File: src/rtl/hdmi_xfer_sched.sv
// rtl/hdmi_xfer_sched.sv - control-traffic scheduler for FIR coefficient download and histogram capture
// Purpose: one FSM that serves two four-phase channels toward the pixel datapath:
//   coefficient download from a local shadow RAM, and histogram-frame capture into
//   a local readback buffer. The FSM raises irq once a full frame has been captured.
// Ports:
//   clk, rst                       control clock, synchronous active-high reset
//   cfg_we/cfg_addr/cfg_wdata      shadow coefficient RAM write port
//   cfg_commit                     pulse, request a full coefficient download
//   hist_arm                       pulse, capture the next histogram frame, clears irq
//   hist_rd_addr/hist_rd_data      readback buffer port, 1-cycle latency
//   busy, coef_done, irq           status
//   fir_coef_write/idx/data/ack    coefficient req/ack channel (ack asynchronous)
//   hist_bin_ready/first/data/saved histogram bin channel (ready asynchronous)
module hdmi_xfer_sched #(
  parameter int NUM_COEF    = 25,
  parameter int COEF_W      = 16,
  parameter int NUM_BINS    = 256,
  parameter int BIN_W       = 16,
  parameter int SYNC_STAGES = 2
) (
  input  logic              clk,
  input  logic              rst,
  input  logic              cfg_we,
  input  logic [4:0]        cfg_addr,
  input  logic [COEF_W-1:0] cfg_wdata,
  input  logic              cfg_commit,
  input  logic              hist_arm,
  input  logic [7:0]        hist_rd_addr,
  output logic [BIN_W-1:0]  hist_rd_data,
  output logic              busy,
  output logic              coef_done,
  output logic              irq,
  output logic              fir_coef_write,
  output logic [4:0]        fir_coef_idx,
  output logic [COEF_W-1:0] fir_coef_data,
  input  logic              fir_coef_ack,
  input  logic              hist_bin_ready,
  input  logic              hist_bin_first,
  input  logic [BIN_W-1:0]  hist_bin_data,
  output logic              hist_bin_saved
);

  localparam logic [4:0] LAST_IDX = 5'(NUM_COEF - 1);
  localparam logic [7:0] LAST_BIN = 8'(NUM_BINS - 1);

  // HACK is the single entry cycle that commits the bin; HSAV holds saved high
  // until the source drops ready.
  typedef enum logic [2:0] {S_IDLE, S_CREQ, S_CREL, S_HACK, S_HSAV, S_HWAIT} state_t;

  state_t r_state, w_next;

  logic [COEF_W-1:0]      r_shadow [NUM_COEF];
  logic [BIN_W-1:0]       r_buf [NUM_BINS];
  logic [SYNC_STAGES-1:0] r_ack_sync, r_rdy_sync;
  logic                   r_commit_p, r_arm_p, r_cap_act, r_irq, r_coef_done;
  logic [4:0]             r_idx;
  logic [7:0]             r_bin_cnt;
  logic [COEF_W-1:0]      r_coef_data;
  logic [BIN_W-1:0]       r_rd_data;

  logic              w_ack_s, w_rdy_s;
  logic              w_take_commit, w_cap_start, w_bin_we, w_hack_exit, w_frame_end, w_coef_last;
  logic              w_load;
  logic [4:0]        w_load_idx;
  logic [7:0]        w_bin_addr;
  logic [COEF_W-1:0] w_load_data;

  assign w_ack_s = r_ack_sync[SYNC_STAGES-1];
  assign w_rdy_s = r_rdy_sync[SYNC_STAGES-1];

  always_comb begin
    w_next        = r_state;
    w_take_commit = 1'b0;
    w_cap_start   = 1'b0;
    w_bin_we      = 1'b0;
    w_bin_addr    = r_bin_cnt;
    w_hack_exit   = 1'b0;
    w_coef_last   = 1'b0;
    w_load_idx    = r_idx;
    case (r_state)
      S_IDLE: begin
        // A waiting bin always wins so the pixel side only stalls during a download.
        if (w_rdy_s) begin
          w_next = S_HACK;
        end else if (r_commit_p && !r_cap_act) begin
          w_next        = S_CREQ;
          w_take_commit = 1'b1;
          w_load_idx    = 5'd0;
        end
      end
      S_CREQ: if (w_ack_s) w_next = S_CREL;
      S_CREL: begin
        if (!w_ack_s) begin
          if (r_idx == LAST_IDX) begin
            w_coef_last = 1'b1;
            w_next      = S_IDLE;
          end else begin
            w_next     = S_CREQ;
            w_load_idx = r_idx + 5'd1;
          end
        end
      end
      S_HACK: begin
        w_next = S_HSAV;
        if (r_arm_p && hist_bin_first) begin
          w_cap_start = 1'b1;
          w_bin_we    = 1'b1;
          w_bin_addr  = 8'd0;
        end else if (r_cap_act) begin
          w_bin_we = 1'b1;
        end
      end
      S_HSAV: begin
        if (!w_rdy_s) begin
          w_hack_exit = 1'b1;
          w_next      = (r_cap_act && r_bin_cnt != LAST_BIN) ? S_HWAIT : S_IDLE;
        end
      end
      S_HWAIT: if (w_rdy_s) w_next = S_HACK;
      default: w_next = S_IDLE;
    endcase
  end

  assign w_frame_end = w_hack_exit && r_cap_act && (r_bin_cnt == LAST_BIN);
  assign w_load      = (w_next == S_CREQ) && (r_state != S_CREQ);
  // Bypass a same-cycle shadow write so the word latched for the request is the newest one.
  assign w_load_data = (cfg_we && cfg_addr == w_load_idx) ? cfg_wdata : r_shadow[w_load_idx];

  always_ff @(posedge clk) begin
    if (rst) begin
      r_state     <= S_IDLE;
      r_ack_sync  <= '0;
      r_rdy_sync  <= '0;
      r_commit_p  <= 1'b0;
      r_arm_p     <= 1'b0;
      r_cap_act   <= 1'b0;
      r_irq       <= 1'b0;
      r_coef_done <= 1'b0;
      r_idx       <= 5'd0;
      r_bin_cnt   <= 8'd0;
      r_coef_data <= '0;
    end else begin
      r_state     <= w_next;
      r_ack_sync  <= {r_ack_sync[SYNC_STAGES-2:0], fir_coef_ack};
      r_rdy_sync  <= {r_rdy_sync[SYNC_STAGES-2:0], hist_bin_ready};
      // New request pulses win over the clear so none is lost.
      r_commit_p  <= cfg_commit | (r_commit_p & ~w_take_commit);
      r_arm_p     <= hist_arm | (r_arm_p & ~w_cap_start);
      r_coef_done <= w_coef_last;
      if (w_frame_end)   r_irq <= 1'b1;
      else if (hist_arm) r_irq <= 1'b0;
      if (w_cap_start)      r_cap_act <= 1'b1;
      else if (w_frame_end) r_cap_act <= 1'b0;
      if (w_cap_start)      r_bin_cnt <= 8'd0;
      else if (w_hack_exit) r_bin_cnt <= r_bin_cnt + 8'd1;
      if (w_load) begin
        r_idx       <= w_load_idx;
        r_coef_data <= w_load_data;
      end
    end
  end

  always_ff @(posedge clk) begin
    if (cfg_we && cfg_addr <= LAST_IDX) r_shadow[cfg_addr] <= cfg_wdata;
    if (w_bin_we) r_buf[w_bin_addr] <= hist_bin_data;
  end

  always_ff @(posedge clk) begin
    if (rst) r_rd_data <= '0;
    else     r_rd_data <= r_buf[hist_rd_addr];
  end

  assign hist_rd_data   = r_rd_data;
  assign busy           = (r_state != S_IDLE) | r_commit_p | r_arm_p;
  assign coef_done      = r_coef_done;
  assign irq            = r_irq;
  assign fir_coef_write = (r_state == S_CREQ);
  assign fir_coef_idx   = r_idx;
  assign fir_coef_data  = r_coef_data;
  assign hist_bin_saved = (r_state == S_HACK) || (r_state == S_HSAV);

endmodule

File: config.mk
export PLATFORM = sky130hd
export DESIGN_NAME = hdmi_xfer_sched
export DESIGN_NICKNAME = d
export VERILOG_FILES = /design/src/rtl/hdmi_xfer_sched.sv
export SDC_FILE = /design/constraint.sdc
export NUM_CORES = 2
export LEC_CHECK = 0
export ABC_AREA = 1
export ABC_CLOCK_PERIOD_IN_PS = 2670
export CORE_AREA = 2 2 698 874
export CTS_BUF_LIST = sky130_fd_sc_hd__clkbuf_8
export DETAILED_ROUTE_END_ITERATION = 12
export DIE_AREA = 0 0 700 876
export GPL_ROUTABILITY_DRIVEN = 0
export PLACE_DENSITY = 0.55
export SYNTH_ARGS = -nofsm -noshare
export SYNTH_HDL_FRONTEND = slang
export SYNTH_MEMORY_MAX_BITS = 65536
export SYNTH_SLANG_ARGS = --single-unit
File: constraint.sdc
create_clock -name clk -period 2.67 [get_ports clk]
set_input_delay 0.534 -clock clk [delete_from_list [all_inputs] [get_ports clk]]
set_output_delay 0.534 -clock clk [all_outputs]
set_load 0.02 [all_outputs]
After elaboration in Yosys (flattened, before gate mapping)
Memories as Yosys holds them, arrays and structs flattened. A register that Yosys moved wholly into a read port is not among the register bits.
Cells that the tools add are included.

word-level totals
  output and inout port bits = 42
  word-level logic and storage cells = 88
  memories kept = 2
  register bits after elaboration = 41
  bits in writable memories = 4496

memory list
  memory    depth  width  rd ports  clocked after memory_dff  wr ports  RTL line  source
  r_buf     256    16     1         1                         1         53        logic [BIN_W-1:0] r_buf [NUM_BINS];
  r_shadow  25     16     1         0                         1         52        logic [COEF_W-1:0] r_shadow [NUM_COEF];

cells by class
  add/sub/neg operators = 2
  reductions and logical operators = 16
  mux-type cells = 36
  magnitude comparators = 1
  equality and inequality tests = 11
  bitwise logic cells = 9

operators with widths
  cell                   number
  $mux W3                7
  $mux W1                20
  $mux W5                4
  $pmux W3 S6            1
  $mux W16               1
  $mux W8                2
  $pmux W5 S2            1
  $add A8 B1 Y8 const B  1
  $eq A8 B8 Y1 const B   1
  $logic_and A1 B1 Y1    8
  $ne A8 B8 Y1 const B   1
  $eq A3 B1 Y1 const B   2
  $eq A3 B2 Y1 const B   2
  $eq A3 B3 Y1 const B   2
  $add A5 B1 Y5 const B  1
  $eq A5 B5 Y1           1
  $eq A5 B5 Y1 const B   1
  $le A5 B5 Y1 const B   1
  $or A1 B1 Y1           4
  $reduce_bool A2 Y1     2
  $logic_not A3 Y1       1
  $ne A3 B1 Y1 const B   1
  $not A1 Y1             3
  $reduce_bool A3 Y1     1
  5 further kinds        6

Logic depth before layout (Yosys ltp)
  depth after elaboration = 8
  mapped depth = 17

Worst setup path before layout
No wires, ideal clock.

  path type = reg-to-reg
  start point = register r_state[0]
  end point = memory r_buf[102][0] (enable)
  arrival time = 2.396 ns
  path slack = -0.114 ns
  library setup time = 0.388 ns
  stages on the path, launching flop included = 10
  path through = dfxtp_1 > inv_1 > nor3_1 > inv_1 > nor2_1 > inv_1 > nor4_1 > nand2_1 > buf_2 > nor2_1

between the ends
  longest elaborated chain between the ends = 4
  elaborated cells on any way between the ends = 5

ends and longest elaborated chain
  what                           RTL line  source
  from (decl)                    50        state_t r_state, w_next;
  from (signal assigned)         143       r_state <= w_next;
  $eq A3 B2 Y1 *                 80        case (r_state)
  $mux W1                        80
  $mux W1                        165       if (w_bin_we) r_buf[w_bin_addr] <= hist_bin_data;
  $mux W1 (not written as such)  165
  to (decl)                      53

Mark *: on every way between the ends. The rest lies on a longest branch, timed or not.

Worst setup path in the final report
  start point = register r_state[0]
  end point = output port hist_bin_saved

between the ends
  longest elaborated chain between the ends = 2
  elaborated cells on any way between the ends = 3

ends and longest elaborated chain
  what                                          RTL line  source
  $eq A3 B2 Y1 or $eq A3 B3 Y1 (tied branches)  180       assign hist_bin_saved = (r_state == S_HACK) || (r_state == S_HSAV);
  $logic_or A1 B1 Y1 *                          180
  to (decl)                                     40        output logic hist_bin_saved

Marked as above.

==> run summary <==
Overall power consumption after layout is estimated at 146 mW. The count of nets left with antenna violations once routing finished came out at 0. The floorplan has 320 rows. Buffers placed on the I/O ports in this run total 94. The run gives 4553 as the number of sinks driven by the clock tree.

The worst setup path is captured at an output port. Counting tap cells, the placed design contains a total of 23000 instances. Worst path setup slack after routing: -0.0361 ns. Among the stages of the critical path, the cell type that occurs most often is sky130_fd_sc_hd__buf_6.

The hold path startpoint was rst. The setup path with the least slack is of type reg -> out. The flow ran to the end, but the final reports show violations.

The average instance in the mapped netlist occupies 12.5 um2. The critical path starts at r_state[0]. Summed over all layers, the global routing overflow is 0. Measured in cells, the most critical reg-to-reg path has a length of 12.

The path class of the tightest hold or removal check is in -> reg. After synthesis, flip-flops and latches occupy 75.2% of the total area. Yosys printed 0 warnings. The final layout contains routed wiring with a total length of 580 mm. The tree is rooted in a sky130_fd_sc_hd__clkbuf_8. Max-slew violation count: 0. The unique cell type count in the Yosys netlist is 34. Entering global routing, the biggest net connects 117 pins. The capturing point of the worst reg2reg path was r_buf[211][10]. The tools report the gate count of the mapped netlist as 14500. The startpoint of the worst-slack reg-to-reg timing path is r_state[0].

The width of the die is 700 um. In this run the worst setup path terminates at hist_bin_saved. The H-tree depth was 6. DRC violations left: 0. Across all hold checks on the routed design, the worst slack comes to 0.133 ns. STA puts the critical path data required time at 2.14 ns.

The layout has 58600 filler cells. The routed design could run at a clock period as short as 2.71 ns. The worst-case setup slack after placement is -1.11 ns, and the ratio of cells with drive above 1 in the final layout is 15.2%.

The synthesized design contains 4496 enable-type register cells. The run gives 120000 as the via count of the first global-routing pass. The logs give 0.06 ns for the minimum setup slack among reg-to-reg paths and 36.2% for the final cell utilization of the core. In the final timing run, aggregate negative setup slack is -0.0420 ns. At the worst endpoint, the arrival time is 2.17 ns. The height of the die is 876 um, and the CTS buffer count is 731. For the number of iterations in the first detailed-routing pass, the log shows 7. In the final layout, the multi-input gates occupy 39900 um2. The wire length of the first global-routing pass came out at 836 mm. Leaving out filler cells and counting taps, the final layout contains 24300.

The worst-case IR drop observed on VDD is 0.548 mV. The final layout contains 15800 nets. The average wire per cell in the routed design is 23.8 um. The run gives 181000 um2 as the netlist area before placement.

TritonCTS built the clock tree. Biggest fanout along the worst timing path: 3. From synthesis to final layout, the design area changed by 21.1%. After floorplanning, the core was sized to cover 605000 um2. Final-report hold violation count: 0. The run gives 22 as the initial antenna violation count. Setup repair after global routing could not meet its margin everywhere. The clock arrives with 0.177 ns of skew. Synthesis produced a netlist with a net count of 14500.

The top cell types in the final layout, fill and taps aside, are 4496 x sky130_fd_sc_hd__edfxtp_1, 2366 x sky130_fd_sc_hd__nor2_1, 2082 x sky130_fd_sc_hd__o21ai_0. In the finished design, the share of the clock period the worst path needs comes to 101%. For this configuration, the core starts out at a cell density of 29.9%.

The run gives 124000 as the total number of vias. The sequential cells in the finished layout cover a total of 136000 um2. In this run the cell area measured after placement is 205000 um2. The final design area excluding fillers was 219000 um2; the actual slew at the worst max-slew pin was 1.12 ns. The run gives 362 mm as the half-perimeter wire length after placement.

The most common library cell in the layout ignoring fill and taps was sky130_fd_sc_hd__edfxtp_1. The checks that failed: negative setup slack. No sink is reached through more buffers than the 4 on the longest clock path.

Max-cap violations in this run came to 0. The flip-flop and latch count after synthesis works out to 4553. The top flip-flop cell by instance count after synthesis was sky130_fd_sc_hd__edfxtp_1. The total leakage power came out at 74.2 nW. The critical path's slowest cell was sky130_fd_sc_hd__dfxtp_4.

The number of top-level design ports was 95. For the floorplan die area, the log shows 613000 um2. The logs give 25.3% for the worst slew slack as a fraction of its limit and 0.370 GHz for the upper clock frequency limit.

Setup violations remaining at the end of the flow were counted as 2. The worst setup path is launched from a register. Using the TritonRoute via totals, the vias-per-cell ratio works out to 5.08. For the worst-skew pair, the clock arrives at the later sink with an insertion delay of 1.34 ns. The global-route total usage across every layer came out at 18.2%. Walking the worst path, the cells encountered are inv_6 -> nor3_4 -> inv_2 -> buf_6 -> nand2_4 -> buf_6. The detailed router's first-iteration violation count was 12400; the power per standard cell area was 666 nW/um2.

In the synthesized netlist the async set-or-reset flop fraction comes to 0%. In this design, the stage delay of the slowest critical-path cell is 0.38 ns. Clock transition at the registers of the reported paths: 0.06 ns.
==> routing by layer <==
| metal | vias up | routed length (um) | track usage, % |
|---|---|---|---|
| met5 | - | 37 | 0 |
| met1 | 62000 | 230000 | 22.9 |
| met3 | 1076 | 37400 | 2.40 |
| li1 | 55600 | - | - |
| met4 | 6 | 28900 | 8.42 |
| met2 | 4899 | 284000 | 31.2 |
==> synth_stat cells, types with 8 or more instances <==
| cell type | instances | area share, % |
|---|---|---|
| sky130_fd_sc_hd__edfxtp_1 | 4496 | 75 |
| sky130_fd_sc_hd__nand3b_1 | 24 | 0.10 |
| sky130_fd_sc_hd__nand2_1 | 1588 | 3.3 |
| sky130_fd_sc_hd__a31oi_1 | 18 | 0.062 |
| sky130_fd_sc_hd__nor2_1 | 2413 | 5.0 |
| sky130_fd_sc_hd__nor3_1 | 9 | 0.025 |
| sky130_fd_sc_hd__inv_1 | 231 | 0.48 |
| sky130_fd_sc_hd__o211ai_1 | 9 | 0.037 |
| sky130_fd_sc_hd__dfxtp_1 | 57 | 0.63 |
| sky130_fd_sc_hd__nand3_1 | 1372 | 3.8 |
| sky130_fd_sc_hd__o21ai_0 | 2083 | 5.8 |
| sky130_fd_sc_hd__o22ai_1 | 1024 | 3.5 |
| sky130_fd_sc_hd__buf_1 | 93 | 0.19 |
| sky130_fd_sc_hd__buf_2 | 226 | 0.63 |
| sky130_fd_sc_hd__a21oi_1 | 49 | 0.14 |
| sky130_fd_sc_hd__buf_4 | 19 | 0.079 |
| sky130_fd_sc_hd__clkbuf_1 | 703 | 1.5 |
| sky130_fd_sc_hd__inv_2 | 8 | 0.017 |
==> critical path: cells and delay by family, from the launching register on <==
family	cells	cell delay (ns)
flops	1	0.38
buf+inv	4	0.34
simple gates	2	0.22
==> kinds of logic (layout without fill, tap and decap cells) <==
| kind of cell | count (synthesis) | count (layout) | share of synthesized area, % |
|---|---|---|---|
| compound gates | 3189 | 3189 | 9.56 |
| xor+xnor | 2 | 2 | 0.00968 |
| fa+ha+maj | 3 | 3 | 0.0207 |
| buf+inv | 1287 | 3117 | 2.89 |
| flops | 4553 | 4553 | 75.2 |
| other cells | 0 | 8 | 0 |
| simple gates | 5422 | 5422 | 12.3 |
==> where the power goes <==
part | total, mW | switching [mW] | internal, mW | leakage [nW]
clock network | 56.2 | 28.4 | 27.8 | 7.82
registers | 78.7 | 0.0996 | 78.6 | 40.9
logic | 11.1 | 7.64 | 3.47 | 25.5
==> worst min path at each step <==
stage / to / cells past startpoint
3_5_place_dp: r_rdy_sync[1] / 2
3_3_place_gp: r_rdy_sync[1] / 2
5_1_grt: r_shadow[24][10] / 2
2_1_floorplan: r_ack_sync[1] / 2
6_report: r_rdy_sync[1] / 2
4_1_cts: r_rdy_sync[1] / 2
==> flip-flops by register name, summed over array words and instances (netlist names) <==
name           count
r_rdy_sync         2
hist_rd_data      16
r_ack_sync         2
r_arm_p            1
r_buf           4096
r_commit_p         1
r_state            3
irq                1
r_shadow         400
fir_coef_idx       5
r_cap_act          1
fir_coef_data     16
r_bin_cnt          8
coef_done          1
==> timing repair <==
action,4_1_cts,5_1_grt
hold buffers,27,0
pin swaps,1,6
endpoints found under the setup margin,578,971
hold endpoints to repair,3361,0
buffers inserted,1,9
gates resized for setup,147,75
==> cell type report <==
cell class	instances	share of cell area, %
Tap cell	8050	4.60
Antenna cell	8	0.00913
Sequential cell	4553	62.1
Clock buffer	750	4.71
Inverter	241	0.434
Clock inverter	574	1.40
Timing Repair Buffer	1552	8.50
Multi-Input combinational cell	8616	18.2
No activity file was read; power rests on OpenSTA's default activity.
